$ cat src/rtl/snake_state_engine.sv
// Snake game-state writer: owns the body ring buffer, occupancy vector, apple
// and game status, and advances the snake one tile per move_tick.
module snake_state_engine #(
  parameter int unsigned GRID_SIZE = 15,
  parameter int unsigned NUM_CELLS = GRID_SIZE * GRID_SIZE,
  parameter int unsigned START_X   = 7,
  parameter int unsigned START_Y   = 7,
  parameter int unsigned APPLE0_X  = 10,
  parameter int unsigned APPLE0_Y  = 4
) (
  input  logic                 clk,
  input  logic                 rst,
  input  logic                 move_tick,
  input  logic                 start,
  input  logic                 up,
  input  logic                 down,
  input  logic                 left,
  input  logic                 right,
  output logic [3:0]           Head_X,
  output logic [3:0]           Head_Y,
  output logic [3:0]           Tail_X,
  output logic [3:0]           Tail_Y,
  output logic [3:0]           Apple_X,
  output logic [3:0]           Apple_Y,
  output logic [NUM_CELLS-1:0] Cell_Snake_Vector,
  output logic [7:0]           score,
  output logic                 game_over,
  output logic                 win,
  output logic                 busy
);

  localparam int unsigned CW = 8;
  localparam int unsigned PW = 4;

  localparam logic [2:0] S_INIT0  = 3'd0;
  localparam logic [2:0] S_INIT1  = 3'd1;
  localparam logic [2:0] S_IDLE   = 3'd2;
  localparam logic [2:0] S_RUN    = 3'd3;
  localparam logic [2:0] S_STEP   = 3'd4;
  localparam logic [2:0] S_TAILRD = 3'd5;
  localparam logic [2:0] S_PLACE  = 3'd6;
  localparam logic [2:0] S_OVER   = 3'd7;

  // Opposite directions differ only in bit 0.
  localparam logic [1:0] D_RIGHT = 2'd0;
  localparam logic [1:0] D_LEFT  = 2'd1;
  localparam logic [1:0] D_UP    = 2'd2;
  localparam logic [1:0] D_DOWN  = 2'd3;

  localparam logic [CW-1:0] HEAD0_IDX = CW'(START_X * GRID_SIZE + START_Y);
  localparam logic [CW-1:0] TAIL0_IDX = CW'((START_X - 1) * GRID_SIZE + START_Y);
  localparam logic [CW-1:0] LAST_IDX  = CW'(NUM_CELLS - 1);
  localparam logic [PW-1:0] LAST_XY   = PW'(GRID_SIZE - 1);
  localparam logic [NUM_CELLS-1:0] VEC0 =
    (NUM_CELLS'(1) << HEAD0_IDX) | (NUM_CELLS'(1) << TAIL0_IDX);

  logic [2:0]    r_state, w_state_nx;
  logic [CW-1:0] r_buf [0:NUM_CELLS-1];
  logic [CW-1:0] r_head_ptr, r_tail_ptr, r_len, r_cand, r_place_cnt, r_lfsr;
  logic [1:0]    r_dir, r_pend;

  logic          w_soft_rst, w_req_ok, w_eat, w_hit, w_cand_occ;
  logic [1:0]    w_req;
  logic [PW-1:0] w_nh_x, w_nh_y;
  logic [CW-1:0] w_nh_idx, w_tail_idx, w_head_ptr_nx, w_tail_ptr_nx;
  logic [CW-1:0] w_lfsr_red, w_cand_nx;
  logic          w_buf_we;
  logic [CW-1:0] w_buf_waddr, w_buf_wdata;

  assign w_soft_rst = rst || ((r_state == S_OVER) && start);

  assign w_req    = up ? D_UP : (down ? D_DOWN : (left ? D_LEFT : D_RIGHT));
  assign w_req_ok = (up || down || left || right) && (w_req != (r_dir ^ 2'd1));

  // Next head tile with wrap on both axes.
  always_comb begin
    w_nh_x = Head_X;
    w_nh_y = Head_Y;
    case (r_pend)
      D_RIGHT: w_nh_x = (Head_X == LAST_XY) ? PW'(0) : Head_X + PW'(1);
      D_LEFT:  w_nh_x = (Head_X == PW'(0)) ? LAST_XY : Head_X - PW'(1);
      D_UP:    w_nh_y = (Head_Y == PW'(0)) ? LAST_XY : Head_Y - PW'(1);
      default: w_nh_y = (Head_Y == LAST_XY) ? PW'(0) : Head_Y + PW'(1);
    endcase
  end

  assign w_nh_idx      = CW'(w_nh_x) * CW'(GRID_SIZE) + CW'(w_nh_y);
  assign w_tail_idx    = r_buf[r_tail_ptr];
  assign w_eat         = (w_nh_x == Apple_X) && (w_nh_y == Apple_Y);
  assign w_hit         = Cell_Snake_Vector[w_nh_idx] && !((w_nh_idx == w_tail_idx) && !w_eat);
  assign w_head_ptr_nx = (r_head_ptr == LAST_IDX) ? CW'(0) : r_head_ptr + CW'(1);
  assign w_tail_ptr_nx = (r_tail_ptr == LAST_IDX) ? CW'(0) : r_tail_ptr + CW'(1);
  assign w_lfsr_red    = (r_lfsr >= CW'(NUM_CELLS)) ? r_lfsr - CW'(NUM_CELLS) : r_lfsr;
  assign w_cand_occ    = Cell_Snake_Vector[r_cand];
  assign w_cand_nx     = (r_cand == LAST_IDX) ? CW'(0) : r_cand + CW'(1);

  // Next-state logic.
  always_comb begin
    w_state_nx = r_state;
    case (r_state)
      S_INIT0:  w_state_nx = S_INIT1;
      S_INIT1:  w_state_nx = S_IDLE;
      S_IDLE:   if (start) w_state_nx = S_RUN;
      S_RUN:    if (move_tick) w_state_nx = S_STEP;
      S_STEP: begin
        if (w_hit)                   w_state_nx = S_OVER;
        else if (!w_eat)             w_state_nx = S_TAILRD;
        else if (r_len == LAST_IDX)  w_state_nx = S_OVER;
        else                         w_state_nx = S_PLACE;
      end
      S_TAILRD: w_state_nx = S_RUN;
      S_PLACE:  if (!w_cand_occ || (r_place_cnt == LAST_IDX)) w_state_nx = S_RUN;
      S_OVER:   if (start) w_state_nx = S_INIT0;
      default:  w_state_nx = S_INIT0;
    endcase
  end

  always_ff @(posedge clk) begin
    if (w_soft_rst) r_state <= S_INIT0;
    else            r_state <= w_state_nx;
  end

  // Body buffer write port: INIT seeds tail/head, STEP appends the new head.
  always_comb begin
    w_buf_we    = 1'b0;
    w_buf_waddr = '0;
    w_buf_wdata = '0;
    if (!w_soft_rst) begin
      case (r_state)
        S_INIT0: begin w_buf_we = 1'b1; w_buf_waddr = CW'(0); w_buf_wdata = TAIL0_IDX; end
        S_INIT1: begin w_buf_we = 1'b1; w_buf_waddr = CW'(1); w_buf_wdata = HEAD0_IDX; end
        S_STEP:  begin
          w_buf_we    = !w_hit;
          w_buf_waddr = w_head_ptr_nx;
          w_buf_wdata = w_nh_idx;
        end
        default: w_buf_we = 1'b0;
      endcase
    end
  end

  always_ff @(posedge clk) begin
    if (w_buf_we) r_buf[w_buf_waddr] <= w_buf_wdata;
  end

  always_ff @(posedge clk) begin
    if (w_soft_rst) begin
      Head_X            <= PW'(START_X);
      Head_Y            <= PW'(START_Y);
      Tail_X            <= PW'(START_X - 1);
      Tail_Y            <= PW'(START_Y);
      Apple_X           <= PW'(APPLE0_X);
      Apple_Y           <= PW'(APPLE0_Y);
      Cell_Snake_Vector <= VEC0;
      score             <= '0;
      game_over         <= 1'b0;
      win               <= 1'b0;
      busy              <= 1'b1;
      r_dir             <= D_RIGHT;
      r_pend            <= D_RIGHT;
      r_len             <= CW'(2);
      r_head_ptr        <= CW'(1);
      r_tail_ptr        <= CW'(0);
      r_lfsr            <= 8'hA5;
      r_cand            <= '0;
      r_place_cnt       <= '0;
    end else begin
      r_lfsr <= {r_lfsr[6:0], r_lfsr[7] ^ r_lfsr[5] ^ r_lfsr[4] ^ r_lfsr[3]};
      busy   <= (w_state_nx == S_INIT0) || (w_state_nx == S_INIT1) || (w_state_nx == S_STEP) ||
                (w_state_nx == S_TAILRD) || (w_state_nx == S_PLACE);
      if (((r_state == S_IDLE) || (r_state == S_RUN)) && w_req_ok) r_pend <= w_req;

      case (r_state)
        S_STEP: begin
          if (w_hit) begin
            game_over <= 1'b1;
          end else begin
            r_head_ptr <= w_head_ptr_nx;
            Head_X     <= w_nh_x;
            Head_Y     <= w_nh_y;
            r_dir      <= r_pend;
            if (!w_eat) begin
              // Clear then set, so a head entering the vacating tail cell keeps it set.
              Cell_Snake_Vector[w_tail_idx] <= 1'b0;
              r_tail_ptr <= w_tail_ptr_nx;
            end else begin
              r_len       <= r_len + CW'(1);
              score       <= score + 8'd1;
              r_cand      <= w_lfsr_red;
              r_place_cnt <= '0;
              if (r_len == LAST_IDX) begin
                win       <= 1'b1;
                game_over <= 1'b1;
              end
            end
            Cell_Snake_Vector[w_nh_idx] <= 1'b1;
          end
        end
        S_TAILRD: begin
          Tail_X <= PW'(w_tail_idx / CW'(GRID_SIZE));
          Tail_Y <= PW'(w_tail_idx % CW'(GRID_SIZE));
        end
        S_PLACE: begin
          if (!w_cand_occ) begin
            Apple_X <= PW'(r_cand / CW'(GRID_SIZE));
            Apple_Y <= PW'(r_cand % CW'(GRID_SIZE));
          end else begin
            r_cand      <= w_cand_nx;
            r_place_cnt <= r_place_cnt + CW'(1);
          end
        end
        default: ;
      endcase
    end
  end

endmodule

$ cat config.mk
export PLATFORM = sky130hd
export DESIGN_NAME = snake_state_engine
export DESIGN_NICKNAME = d
export VERILOG_FILES = /design/src/rtl/snake_state_engine.sv
export SDC_FILE = /design/constraint.sdc
export NUM_CORES = 2
export LEC_CHECK = 0
export ABC_AREA = 1
export BUFFER_PORTS_ARGS = -buffer_cell sky130_fd_sc_hd__buf_2
export CELL_PAD_IN_SITES_DETAIL_PLACEMENT = 2
export CELL_PAD_IN_SITES_GLOBAL_PLACEMENT = 2
export CORE_UTILIZATION = 41
export CTS_BUF_LIST = sky130_fd_sc_hd__clkbuf_16
export DETAILED_ROUTE_END_ITERATION = 10
export PLACE_DENSITY = 0.77
export SKIP_CTS_REPAIR_TIMING = 1
export SYNTH_ARGS = -nofsm -noshare
export SYNTH_HDL_FRONTEND = slang
export SYNTH_SLANG_ARGS = --single-unit
$ cat constraint.sdc
create_clock -name clk -period 16.3 [get_ports clk]
set_input_delay 3.26 -clock clk [delete_from_list [all_inputs] [get_ports clk]]
set_output_delay 3.26 -clock clk [all_outputs]
set_load 0.01 [all_outputs]
### Yosys cells after proc, flatten, opt, wreduce, memory -nomap -nowiden

Memory sizes are Yosys's and may differ from the RTL's. A register that Yosys moved wholly into a read port is not among the register bits.
Index checks and enable logic that the tools add are counted.

* reductions and logical operators: 39
* divide/modulo/power cells: 4
* eq/ne operators: 27
* multiply operators: 1
* mux-type cells: 54
* add/sub/neg operators: 12
* magnitude comparators: 6
* bitwise operators: 10

Operators with widths (number)
* $mux 225: 4
* $and 225x225->225: 1
* $not 225->225: 1
* $or 225x225->225: 1
* $mux 8: 14
* $add 8x1->8 const B: 6
* $pmux 8 s2: 3
* $eq 8x8->1 const B: 5
* $lt 8x9->1 const B: 3
* $pmux 3 s8: 1
* $pmux 8 s3: 1
* $eq 3x3->1 const B: 7
* $bmux 1 s8: 2
* $demux 1 s8: 2
* $div 8x4->8 const B: 2
* $ge 8x1->1 const B: 2
* $mod 8x4->8 const B: 2
* $mux 4: 4
* $pmux 4 s2: 2
* $mux 1: 12
* $mux 3: 4
* $logic_or 1x1->1: 10
* $reduce_and 3->1: 3
* $add 4x1->4 const B: 2
* 27 further kinds: 59

* memories kept: 1
* input port bits: 8
* register bits: 315
* output and inout port bits: 260
* memory bits (writable): 1800
* logic and storage cells: 174

Memory list
* r_buf: words 225, width 8, rd ports 1, clocked after Yosys merged registers in 1, write ports 1, line 58 `logic [CW-1:0] r_buf [0:NUM_CELLS-1];`

### Longest topological paths before layout

* depth after elaboration: 16
* mapped depth: 42
* mapped depth without buffers: 39

### Least setup slack after synthesis

No wires, ideal clock.

* path kind: input to register
* from: input start
* to: memory r_buf[0][0] (data pin)
* setup time: 2.001 ns
* data arrival time: 13.005 ns
* stages: 4
* required time: 14.299 ns
* path buffers: 1
* slack: 1.294 ns
* cells stage by stage: a21oi_1 > inv_2 > clkbuf_1 > a211oi_1

* cells in the longest elaborated chain, start to end: 3

RTL lines
* from (decl): line 14 `input logic start,`
* $logic_and 1x1->1: line 70 `assign w_soft_rst = rst || ((r_state == S_OVER) && start);`
* $logic_or 1x1->1: line 70
* $mux 8: line 128 `if (!w_soft_rst) begin`
* via w_buf_wdata[0]: line 68 `logic [CW-1:0] w_buf_waddr, w_buf_wdata;`
* to (decl): line 58

The timed path passes the listed nets, and every way through them passes these cells.

### Final worst setup path

* from: register Head_X[0]
* to: memory r_buf[58][1], enable pin

* cells in the longest elaborated chain, start to end: 14
* elaborated cells between the ends (all ways): 23
* those cells by class: add/sub: 3; mul: 1; eq/ne: 3; mux: 9; reduce/logical: 7

RTL lines
* from (decl): line 19 `output logic [3:0] Head_X,`
* from (signal assigned): line 148 `Head_X <= PW'(START_X);`
* from (signal assigned): line 179 `Head_X <= w_nh_x;`
* $sub 4x1->4, or another cell as far along: line 81 `D_LEFT: w_nh_x = (Head_X == PW'(0)) ? LAST_XY : Head_X - PW'(1);`
* $mux 4 (on tied branches): line 81, 80
* $pmux 4 s2 *: line 79 `case (r_pend)`
* via w_nh_x[1]: line 64 `logic [PW-1:0] w_nh_x, w_nh_y;`
* branches (longest 5 deep; another with $mul 4x4->8)
* $logic_and 1x1->1 *: line 90 `assign w_hit = Cell_Snake_Vector[w_nh_idx] && !((w_nh_idx == w_tail_idx) && !w_eat);`
* $logic_not 1->1 *: line 133 `w_buf_we = !w_hit;`
* $pmux 1 s2 *: line 129 `case (r_state)`
* $mux 1 *: line 128
* $mux 1 *: line 143 `if (w_buf_we) r_buf[w_buf_waddr] <= w_buf_wdata;`
* $mux 1 (implied by the code) *: line 143

Mark *: on every way through the listed nets, which the timed path passes. The select of a mux whose other input is x is not followed.

==> run_results.csv <==
group,metric,value,unit
sta,period_share,66.2,%
sta,final.setup_skew,41.7,ps
setup_path,cp.required,16800,ps
clock_network,root_buffer,"clkbuf_16",
setup_path,critical-path-max-stage-delay,990,ps
setup_path,cp_slowest_cell,"nor2_1",
yosys,synth_edf_count,1800,
place,place_congestion,0.943,
setup_path,crit_path_max_fanout,28,
routing,wl,380000,um
setup_path,critPathLaunchType,"flip-flop",
power,p_total,0.0145,W
sta,min_period,10790,ps
clock_network,cts_made_buffers,230,
setup_path,crit_type,"flip-flop to flip-flop",
power,power_switching,0.00491,W
global_route,grt_pass1_wl,552000,um
power,p_int,0.00958,W
global_route,antenna_found_initial,22,
finish,drive_gt1_share,9.20,%
power,seqPwrFrac,42.5,%
routing,drcViolationCount,0,
routing,vias_per_cell,6.10,
die,die_x,477,um
die,die_area,227000,sq um
global_route,grt_start_max_net_pins,346,
setup_path,crit_buf_inv,8,
finish,multi_input_area,28100,sq um
setup_path,crit_top_cell,"inv_1",
routing,post_drt_wl_per_cell,31.3,um
power,vdd_drop_max,0.350,mV
outcome,status,"complete, no violations",
setup_path,critPathCaptureType,"flip-flop",
power,pwr-share-clk,36.4,%
routing,num_vias,74000,
yosys,ys_seq_elements,2123,
yosys,synthDistinctLibCells,67,
setup_path,critical_path_arrival,11290,ps
hold_path,hold_class,"flip-flop to flip-flop",
sta,final_hold_viol_count,0,
place,port_buffers,267,
sta,rsz0062_at_grt,"no",
clock_network,cts_tree,"yes",
clock_network,cts_max_path_buffers,3,
clock_network,clk_pin_slew,60,ps
sta,worstMarginPinSlew,1330,ps
yosys,syn_avg_cell_area,10.3,sq um
job,drv_cap,0,
clock_network,cts_sinks,2123,
sta,setup_viol,0,
yosys,async_flop_share,0,%
finish,area_growth,11.5,%
yosys,synth_nets,9006,
sta,maxSlewHeadroom,11.2,%
sta,tns,0,ps
yosys,syn-cell-area,92500,sq um
yosys,yosys_most_used_dff,"edfxtp_1",
sta,fmax,92.7,MHz
power,p_leak,36.8,nW
power,sw_frac_of_total,33.9,%
yosys,synthCells,8945,
clock_network,cts_htree_levels,4,
die,fp.dieH,477,um
global_route,grt_overflow_total,0,
routing,dr.pass1.iters,5,
routing,antenna_left,0,
routing,drtIter0Drc,7882,
finish,final_nets,9017,
clock_network,clk_latency,890,ps
setup_path,crit_family,"simple AND/OR/NAND/NOR gates",
sta,final_max_slew_viol_count,0,
power,power_density,141,nW/um^2
finish,nFillCells,23000,
die,fp.coreArea,223000,sq um
die,ios,268,
finish,regArea,60500,sq um
yosys,ys_seq_area_share,65.5,%
yosys,synth_warnings,0,
sta,holdWs,458,ps
die,start_util,41.4,%
place,dpl.hpwl,234000,um
power,pwr-share-comb,21.1,%
global_route,grt_usage,32.7,%
global_route,grt_pass1_vias,78600,
die,rows,173,
-- cell families after synthesis --
group	share of synthesized area [%]
AND/OR/NAND/NOR	22.2
adder cells (fa/ha/maj)	0.774
XOR/XNOR	0.313
buffers and inverters	4.40
AO/OA/AOI/OAI	6.89
flip-flops	65.5
-- synthesized netlist by cell type, types with 8 or more instances --
master	count	area, sq um
nor2_1	637	2390
clkbuf_1	220	826
buf_2	223	1120
dfxtp_1	323	6470
inv_1	217	815
nand2_2	13	81.3
o21bai_1	9	67.6
nor3_1	34	170
inv_2	15	56.3
a221oi_1	8	70.1
o211ai_1	36	270
o22ai_1	48	300
nand3_1	1644	8230
or2_2	8	50.1
nand2_1	2335	8760
nor4_1	14	87.6
a22oi_1	107	803
buf_1	27	101
xor2_1	27	236
nand4_1	20	125
buf_4	102	766
edfxtp_1	1800	54100
ha_1	46	576
o21ai_0	381	1910
a21oi_1	376	1880
o31ai_1	22	165
buf_6	31	349
o21ai_1	96	480
-- power groups by stage --
stage	logic, W	clock network, W	registers (W)
floorplan	0.00147	0	0.00639
global placement	0.00282	0	0.00627
detailed placement	0.00290	0	0.00627
CTS	0.00292	0.00532	0.00616
global route	0.00308	0.00550	0.00616
finish	0.00305	0.00528	0.00616
-- per-layer routing --
| layer | global-route usage, % | up-vias | part of all wire (%) |
|---|---|---|---|
| met3 | 4.75 | 796 | 6.8 |
| met1 | 43.2 | 38700 | 41 |
| met4 | 13.1 | 8 | 4.3 |
| met5 | 0 | - | 0.013 |
| li1 | - | 31500 | - |
| met2 | 54.1 | 3114 | 48 |
-- registers in the layout (all words and copies together) (netlist names), 8 cells and up, named ones only --
name / flops
r_place_cnt: 8
r_buf: 1800
r_cand: 8
r_lfsr: 8
r_len: 8
r_head_ptr: 8
r_tail_ptr: 8
score: 8
Cell_Snake_Vector: 225
-- cell type report --
class / count / share of cell area (%)
clock inverter: 199 / 1.57
multi-input combinational: 5978 / 27.2
inverter: 241 / 0.945
timing repair buffer: 382 / 2.29
tap: 2975 / 3.61
sequential: 2123 / 58.7
antenna: 5 / 0.0121
clock buffer: 232 / 5.63
-- path summary, 6_finish.rpt --
kind | to | slack, ps | depth (start not counted) | from
setup / recovery | r_buf[58][1] | 5510 | 30 | Head_X[0]
setup reg to reg | r_buf[58][1] | 5510 | 30 | Head_X[0]
hold reg to reg | r_place_cnt[7] | 460 | 1 | r_place_cnt[7]
hold / removal | r_place_cnt[7] | 460 | 1 | r_place_cnt[7]
-- metrics by stage --
stage	setup slack (ps)	std cells	util, %	cell area (sq um)
2_1_floorplan	1290	8945	-	92500
3_3_place_gp	6460	11700	42.9	95700
3_5_place_dp	6040	11700	42.9	95700
4_1_cts	5890	12100	46.2	103000
5_1_grt	5440	12100	46.2	103000
6_report	5510	12100	46.2	103000
-- cell usage in the layout (no fill, tap or decap), types with 9 or more instances in the layout --
master	n
a21oi_1	375
a22oi_1	107
buf_12	13
buf_2	267
buf_4	102
bufinv_16	26
clkbuf_16	232
clkinv_1	65
clkinv_2	42
clkinvlp_4	13
dfxtp_1	316
edfxtp_1	1800
ha_1	46
inv_1	258
inv_2	15
inv_6	9
nand2_1	2319
nand2_2	29
nand3_1	1644
nand4_1	20
nor2_1	618
nor2_2	17
nor2_4	10
nor3_1	34
nor4_1	14
o211ai_1	36
o21ai_0	381
o21ai_1	96
o21bai_1	9
o22ai_1	47
o31ai_1	22
xor2_1	26
-- worst reg2reg max path, delay by kind of cell (launching register included) --
kind | cells | cell delay, ps
simple gates | 9 | 4130
fa+ha+maj | 5 | 2170
compound gates | 8 | 2130
buf+inv | 8 | 1450
flops | 1 | 510
Power figures use the tool's default switching activity.
